`config.mk`:
```
export PLATFORM = sky130hd
export DESIGN_NAME = video_timing_gen
export DESIGN_NICKNAME = d
export VERILOG_FILES = /design/src/rtl/video_timing_gen.sv
export SDC_FILE = /design/constraint.sdc
export NUM_CORES = 1
export LEC_CHECK = 0
export CAP_MARGIN = 5
export CORE_MARGIN = 2
export CORE_UTILIZATION = 53
export CTS_CLUSTER_SIZE = 24
export DETAILED_ROUTE_END_ITERATION = 7
export GPL_ROUTABILITY_DRIVEN = 0
export PLACE_DENSITY = 0.86
export SYNTH_ARGS = -nofsm -noshare
export SYNTH_HDL_FRONTEND = slang
export SYNTH_SLANG_ARGS = --single-unit
```
`constraint.sdc`:
```
create_clock -name clk -period 4.35 [get_ports clk]
set_clock_uncertainty 0.2 [all_clocks]
set_input_delay 0.6525 -clock clk [delete_from_list [all_inputs] [get_ports clk]]
set_output_delay 0.6525 -clock clk [all_outputs]
set_load 0.005 [all_outputs]
```
`src/rtl/video_timing_gen.sv`:
```
// video_timing_gen: raster timing generator and pixel mux for a video bus.
//   Generates hctr/vctr raster counters, requests interior pixels from a
//   fixed-latency pixel source, and aligns the returned data with delayed
//   hsync/vsync/blank/border/sof. Border band carries border_color_i and
//   blanking carries zero. Every output lags the counter state by PIX_LAT+1.
// Ports:
//   clk, rst_n        pixel clock, async active-low reset
//   en_i              timing enable (low: counters and pipeline idle)
//   border_color_i    colour substituted in the border band
//   pix_req_o         interior pixel request; pix_x_o/pix_y_o interior coords
//   pix_dat_i         pixel data, valid PIX_LAT clocks after pix_req_o
//   sof_o             start-of-frame pulse, aligned with vbus outputs
//   vbus_*_o          video bus: clk, hsync, vsync, blank, border, data
// Optional build macro VIDEO_TPG_EN adds tpg_sel_i, an internal test pattern
// that replaces pix_dat_i in the interior when high.
module video_timing_gen #(
  parameter int   HVIS      = 800,
  parameter int   HFP       = 40,
  parameter int   HSW       = 128,
  parameter int   HBP       = 88,
  parameter int   VVIS      = 600,
  parameter int   VFP       = 1,
  parameter int   VSW       = 4,
  parameter int   VBP       = 23,
  parameter int   HBORDER   = 16,
  parameter int   VBORDER   = 16,
  parameter logic HSYNC_POL = 1'b1,
  parameter logic VSYNC_POL = 1'b1,
  parameter int   PIX_LAT   = 2
) (
  input  logic        clk,
  input  logic        rst_n,
  input  logic        en_i,
  input  logic [31:0] border_color_i,
`ifdef VIDEO_TPG_EN
  input  logic        tpg_sel_i,
`endif
  output logic        pix_req_o,
  output logic [15:0] pix_x_o,
  output logic [15:0] pix_y_o,
  input  logic [31:0] pix_dat_i,
  output logic        sof_o,
  output logic        vbus_clk_o,
  output logic        vbus_hsync_o,
  output logic        vbus_vsync_o,
  output logic        vbus_blank_o,
  output logic        vbus_border_o,
  output logic [31:0] vbus_data_o
);

  localparam int HTOT = HVIS + HFP + HSW + HBP;
  localparam int VTOT = VVIS + VFP + VSW + VBP;

  localparam logic [15:0] H_LAST = 16'(HTOT - 1);
  localparam logic [15:0] V_LAST = 16'(VTOT - 1);
  localparam logic [15:0] H_VIS  = 16'(HVIS);
  localparam logic [15:0] V_VIS  = 16'(VVIS);
  localparam logic [15:0] HS_LO  = 16'(HVIS + HFP);
  localparam logic [15:0] HS_HI  = 16'(HVIS + HFP + HSW);
  localparam logic [15:0] VS_LO  = 16'(VVIS + VFP);
  localparam logic [15:0] VS_HI  = 16'(VVIS + VFP + VSW);
  localparam logic [15:0] HB_LO  = 16'(HBORDER);
  localparam logic [15:0] HB_HI  = 16'(HVIS - HBORDER);
  localparam logic [15:0] VB_LO  = 16'(VBORDER);
  localparam logic [15:0] VB_HI  = 16'(VVIS - VBORDER);

  // hs/vs hold the active state; polarity is applied only at the pins.
  // word carries border colour or test pattern; use_src marks that the
  // final stage must take pix_dat_i instead.
  typedef struct packed {
    logic        hs;
    logic        vs;
    logic        blank;
    logic        border;
    logic        sof;
    logic        use_src;
    logic [31:0] word;
  } stage_t;

  localparam stage_t STAGE_IDLE = '{hs: 1'b0, vs: 1'b0, blank: 1'b1, border: 1'b0,
                                    sof: 1'b0, use_src: 1'b0, word: 32'h0};

  function automatic logic in_interior(input logic [15:0] h, input logic [15:0] v);
    return (h >= HB_LO) && (h < HB_HI) && (v >= VB_LO) && (v < VB_HI);
  endfunction

  logic [15:0] hctr_q, hctr_d, vctr_q, vctr_d;
  logic        pix_req_q, pix_req_d;
  logic [15:0] pix_x_q, pix_x_d, pix_y_q, pix_y_d;
  stage_t      pipe_q [PIX_LAT+1];
  stage_t      pipe_d [PIX_LAT+1];
  stage_t      s0;
  logic        interior;
  logic        tpg_on;
  logic [31:0] tpg_word;

`ifdef VIDEO_TPG_EN
  logic [7:0] px8, py8;
  assign px8      = 8'(hctr_q - HB_LO);
  assign py8      = 8'(vctr_q - VB_LO);
  assign tpg_on   = tpg_sel_i;
  assign tpg_word = {8'hFF, px8, py8, px8 ^ py8};
`else
  assign tpg_on   = 1'b0;
  assign tpg_word = 32'h0;
`endif

  always_comb begin
    hctr_d = hctr_q;
    vctr_d = vctr_q;
    if (!en_i) begin
      hctr_d = '0;
      vctr_d = '0;
    end else if (hctr_q == H_LAST) begin
      hctr_d = '0;
      vctr_d = (vctr_q == V_LAST) ? 16'd0 : vctr_q + 16'd1;
    end else begin
      hctr_d = hctr_q + 16'd1;
    end
  end

  // The request is registered from the next counter state so that it lines
  // up with the counter itself; the source then returns data exactly when
  // the final pipeline stage samples it.
  always_comb begin
    pix_req_d = in_interior(hctr_d, vctr_d);
    pix_x_d   = pix_req_d ? hctr_d - HB_LO : 16'd0;
    pix_y_d   = pix_req_d ? vctr_d - VB_LO : 16'd0;
  end

  assign interior = in_interior(hctr_q, vctr_q);

  always_comb begin
    s0         = STAGE_IDLE;
    s0.hs      = (hctr_q >= HS_LO) && (hctr_q < HS_HI);
    s0.vs      = (vctr_q >= VS_LO) && (vctr_q < VS_HI);
    s0.blank   = !((hctr_q < H_VIS) && (vctr_q < V_VIS));
    s0.border  = !s0.blank && !interior;
    s0.sof     = (hctr_q == 16'd0) && (vctr_q == 16'd0);
    s0.use_src = interior && !tpg_on;
    if (s0.border) begin
      s0.word = border_color_i;
    end else if (interior && tpg_on) begin
      s0.word = tpg_word;
    end
  end

  always_comb begin
    for (int i = 0; i <= PIX_LAT; i++) pipe_d[i] = STAGE_IDLE;
    if (en_i) begin
      pipe_d[0] = s0;
      for (int i = 1; i < PIX_LAT; i++) pipe_d[i] = pipe_q[i-1];
      pipe_d[PIX_LAT] = pipe_q[PIX_LAT-1];
      if (pipe_q[PIX_LAT-1].use_src) pipe_d[PIX_LAT].word = pix_dat_i;
    end
  end

  always_ff @(posedge clk or negedge rst_n) begin
    if (!rst_n) begin
      hctr_q    <= '0;
      vctr_q    <= '0;
      pix_req_q <= 1'b0;
      pix_x_q   <= '0;
      pix_y_q   <= '0;
      for (int i = 0; i <= PIX_LAT; i++) pipe_q[i] <= STAGE_IDLE;
    end else begin
      hctr_q    <= hctr_d;
      vctr_q    <= vctr_d;
      pix_req_q <= pix_req_d;
      pix_x_q   <= pix_x_d;
      pix_y_q   <= pix_y_d;
      for (int i = 0; i <= PIX_LAT; i++) pipe_q[i] <= pipe_d[i];
    end
  end

  assign pix_req_o     = pix_req_q;
  assign pix_x_o       = pix_x_q;
  assign pix_y_o       = pix_y_q;
  assign sof_o         = pipe_q[PIX_LAT].sof;
  assign vbus_clk_o    = clk;
  assign vbus_hsync_o  = pipe_q[PIX_LAT].hs ? HSYNC_POL : ~HSYNC_POL;
  assign vbus_vsync_o  = pipe_q[PIX_LAT].vs ? VSYNC_POL : ~VSYNC_POL;
  assign vbus_blank_o  = pipe_q[PIX_LAT].blank;
  assign vbus_border_o = pipe_q[PIX_LAT].border;
  assign vbus_data_o   = pipe_q[PIX_LAT].word;

endmodule

```
[Word level (Yosys, flattened, before mapping)]
Cells that the tools add are included.
Word-level totals
  output and inout bits: 71
  word-level logic and storage cells: 72
  register bits after elaboration: 178
  input bits: 67
Cells by class
  order comparisons: 14
  reduce and logical (&&, ||, !) cells: 15
  $add $sub $neg: 4
  muxes and demuxes: 12
  equal/unequal tests: 2
Operators by type and width (count)
  $lt A16 B10 Y1 const B: 8
  $mux W114: 1
  $mux W16: 7
  $ge A16 B5 Y1 const B: 4
  $mux W32: 2
  $add A16 B1 Y16 const B: 2
  $ge A16 B10 Y1 const B: 2
  $logic_not A16 Y1: 2
  $sub A16 B5 Y16 const B: 2
  $eq A16 B10 Y1 const B: 1
  $eq A16 B11 Y1 const B: 1
  $logic_and A1 B1 Y1: 11
  $logic_not A1 Y1: 2
  $mux W1: 2

[Logic depth before layout (Yosys ltp)]
  depth after elaboration: 8
  mapped depth: 14
  mapped depth without buffers: 11

==> results.txt <==
----------------------------------------------------
[Run status]
  Result of the run ... completed

[Worst setup path]
  Reg2reg start ... hctr_q[0]$_DFF_PN0_
  Worst setup SP type ... register
  Required time at the endpoint of the critical path ... 4.51 ns
  Largest fanout of any net on the critical path ... 33
  Critical Setup Path Class ... reg2reg
  Element type at the critical path end ... register
  Signal arrival time at the worst endpoint ... 4.06 ns
  CP Launch Point ... hctr_q[0]$_DFF_PN0_

[Synth]
  Post-Synth Simple-Gate Area ... 21.51%
  Synthesized area per cell ... 11.21 um^2
  Syn_nets ... 799
  Number of enable-type register cells in the synthesized netlist ... 0
  Main combinational cell family by area after synthesis ... simple AND/OR/NAND/NOR gates
  Fraction of synthesis flops using an asynchronous set or reset pin ... 100.0%
  Portion of netlist area occupied by mux cells ... 4.207%
  Adder and majority cell fraction of the synthesized area ... 1.547%
  Synth Area in XOR/XNOR ... 3.681%
  Register area share after synthesis ... 55.10%
  Post-synth design cell area ... 8090 um^2
  Synth Register Bits ... ~180
  Number of synthesis warnings ... 0
  Compound-cell area share of the yosys netlist ... under 10%
  Synth Instances ... 722
  Number of distinct library cell variants in the gate-level netlist after synthesis ... 68
  Flip-flop cell with the highest count after synthesis ... sky130_fd_sc_hd__dfrtp_1

[Drt]
  Detailed-route wire length on metal 1 ... 7401 um
  Post-route DRC violation count ... 0
  Via count of the routed design ... 5,654
  Max layer used ... met4
  TritonRoute pass-1 iters ... 7
  Post-detailed-route wirelength per cell ... 17.32 um
  Overall routed net length ... approximately 18,000 um
  Met2 wirelength from detailed routing ... between 8000 and 9000 um
  Detailed Route Iter0 Violations ... 505
  Post-route ant nets ... 0
  Vias per cell ... 5.587
  Met3 routed WL ... between 1000 and 1500 um

[Layout]
  Fraction of final layout cells sized beyond drive strength 1 ... about 11%
  Non-filler instance count after layout ... 1,012
  Register area ... about 4500 um^2
  Footprint of the multi-input gates ... between 3000 and 4000 um^2
  Number of nets in the final layout ... 888
  Layout Cell Area excl Fill ... 9923 um^2
  Final-layout fill cell count ... 1,053
  Synth-to-Final Area Change ... 22.66%
  N_diodes ... 0

[Placement]
  Input/output buffers ... 137
  Instance area after placement ... 9235 um^2
  Placed cells ... 976
  Worst-case setup slack after placement ... 0.5297 ns
  Half-perimeter wire length of the detailed placement result ... 11,520 um

[Die]
  Die Span Y ... 127.6 um
  Horizontal extent of the die ... 127.6 um
  Core region area ... 15,030 um^2
  Site Rows ... 45
  Initial Utilization ... between 50% and 60%
  Die area ... 16,270 um^2
  Count of boundary I/O pins ... 138

[Power]
  Switching part of the total ... 24.53%
  Largest voltage drop on the vdd net ... 0.0002378 V
  Overall power consumption ... 3699 uW
  Power density over the cells ... 372.8 nW/um^2
  Net switching power figure ... approximately 910 uW
  Clock Power Share ... between 40% and 50%
  Sequential share of power ... a little under half
  Cell Int Power ... 2792 uW
  Leakage power figure ... 0.004395 uW
  Combinational fraction of design power ... 7.9%

[Timing]
  Min Tclk post-route ... 3.894 ns
  Setup-violating endpoint count in the final report ... 0
  Transition time at the pin with the least slew margin ... around 1.0 ns
  Final-layout setup total negative slack ... 0 ns
  Fmax ... 0.2568 GHz
  Period utilisation layout ... roughly 90%
  Final Hold Violating Endpoints ... 0
  Worst rel slew slack ... a little under a third
  Post-route worst setup slack ... 0.4557 ns
  Unrepaired setup endpoints after global routing ... false
  Final number of max-transition violations ... 0

[CTS]
  Clock transition at the registers of the reported paths ... 0.07 ns
  TritonCTS clock tree ... yes
  Quantity of gates resized following cts ... 0
  Clock latency of the later-clocked register in the worst-skew pair ... 0.53 ns

[Min path]
  Beginning of the worst hold path ... pipe_q[113]$_DFF_PN0_
  Worst hold path type ... reg2reg

[Global routing]
  Gr usage total ... 22.30%
  Initial antenna violation count ... 0
  Wire length of the first global-routing pass ... 28,110 um
  Vias in the first global route ... 5,530
  Pin count of the biggest net entering global routing ... 77
  Aggregate global routing overflow ... 0

[Job]
  Max-cap violations ... 0

----------------------------------------------------
placed cells by master, fill, tap and decap left out, drive strengths merged, types with 3 or more instances in the layout:
| cell | instances |
|---|---|
| a211oi | 9 |
| a21oi | 16 |
| a31o | 3 |
| a31oi | 4 |
| and2 | 78 |
| and3 | 10 |
| and4 | 4 |
| buf | 11 |
| clkbuf | 21 |
| clkdlybuf4s50 | 135 |
| clkinv | 4 |
| dfrtp | 175 |
| dfstp | 3 |
| ha | 10 |
| inv | 28 |
| mux2i | 34 |
| nand2 | 24 |
| nand2b | 5 |
| nand3 | 19 |
| nand4 | 10 |
| nor2 | 63 |
| nor2b | 3 |
| nor3 | 43 |
| nor3b | 5 |
| nor4 | 18 |
| o2111ai | 4 |
| o21a | 3 |
| o21ai | 12 |
| o311ai | 3 |
| o31ai | 3 |
| or3 | 6 |
| xnor2 | 17 |
| xor2 | 17 |
Yosys cell counts (all sizes together) (12+ instances only):
cell type,number,area share [%]
a21oi,16,1.0
and2,78,6.0
buf,54,5.1
clkbuf,26,1.6
dfrtp,175,54
inv,21,0.97
mux2i,34,4.2
nand2,24,1.1
nand3,19,1.2
nor2,63,3.0
nor3,43,3.5
nor4,18,2.1
o21ai,12,0.79
xnor2,17,1.8
xor2,17,1.8
power by group through the flow:
stage | combinational (uW) | sequential [uW] | clock, uW
final | 292 | 1720 | 1680
after global placement | 285 | 1750 | 19.4
after detailed placement | 288 | 1750 | 19.4
after global routing | 322 | 1730 | 1780
after CTS | 294 | 1720 | 1720
after floorplan | 178 | 1740 | 14.9
area by class of cell:
class / instances / share of cell area [%]
Clock buffer: 22 / 5.283
Clock inverter: 14 / 1.652
Inverter: 21 / 0.7944
Multi-Input combinational cell: 443 / 30.37
Sequential cell: 178 / 44.94
Tap cell: 188 / 2.370
Timing Repair Buffer: 146 / 14.59
routing by layer:
layer	vias up	global-route usage, %
met5	-	0
met4	0	11.44
met3	72	5.402
met2	281	34.60
met1	2706	29.39
li1	2595	-
critical path, cell delays in order, from the launching register on:
cell	delay (ns)
sky130_fd_sc_hd__dfrtp_1	0.45
sky130_fd_sc_hd__ha_1	0.26
sky130_fd_sc_hd__and4_1	0.36
sky130_fd_sc_hd__and3_1	0.39
sky130_fd_sc_hd__a21oi_1	0.12
sky130_fd_sc_hd__a211oi_1	0.42
sky130_fd_sc_hd__ha_1	0.29
sky130_fd_sc_hd__nand2_1	0.12
sky130_fd_sc_hd__nor4_1	0.22
sky130_fd_sc_hd__o21a_2	0.69
sky130_fd_sc_hd__a211oi_1	0.17
kinds of logic (layout without fill, tap and decap cells):
kind of cell,Yosys count,count (layout)
buffers and inverters,101,203
xor gates and xnor gates,34,34
adders and majority gates,10,10
and+or+nand+nor,296,296
muxes,34,34
DFF,178,178
AOI/OAI and AO/OA,69,69
timing repair:
item | 4_1_cts | 5_1_grt
endpoints found under the hold margin | 69 | 0
hold buffers | 1 | 0
setup buffers | 0 | 0
through the flow:
step | hold slack (ns) | utilization (%)
floorplan | 0.1569 | -
global placement | 0.2359 | 61.43
detailed placement | 0.2393 | 61.43
CTS | 0.2499 | 66.01
global route | 0.2680 | 66.01
finish | 0.2529 | 66.01
state kept, by name, summed over array words and instances (netlist names):
| name | flops |
|---|---|
| pix_req_o | 1 |
| vbus_data_o | 32 |
| vbus_blank_o | 1 |
| pipe_q | 78 |
| sof_o | 1 |
| hctr_q | 16 |
| vctr_q | 16 |
| pix_x_o | 16 |
| pix_y_o | 16 |
| vbus_border_o | 1 |
worst paths after layout:
path / end / slack, ns / cells past startpoint
max in group asynchronous: vctr_q[1]$_DFF_PN0_ / 2.57 / 3
worst min register to register: pipe_q[75]$_DFF_PN0_ / 0.25 / 1
worst max-delay path: pix_x_o[8]$_DFF_PN0_ / 0.46 / 10
worst max register to register: pix_x_o[8]$_DFF_PN0_ / 0.46 / 10
worst min-delay path: pipe_q[75]$_DFF_PN0_ / 0.25 / 1
min in group asynchronous: vbus_data_o[30]$_DFF_PN0_ / 0.48 / 2
No activity file was read; power rests on OpenSTA's default activity.
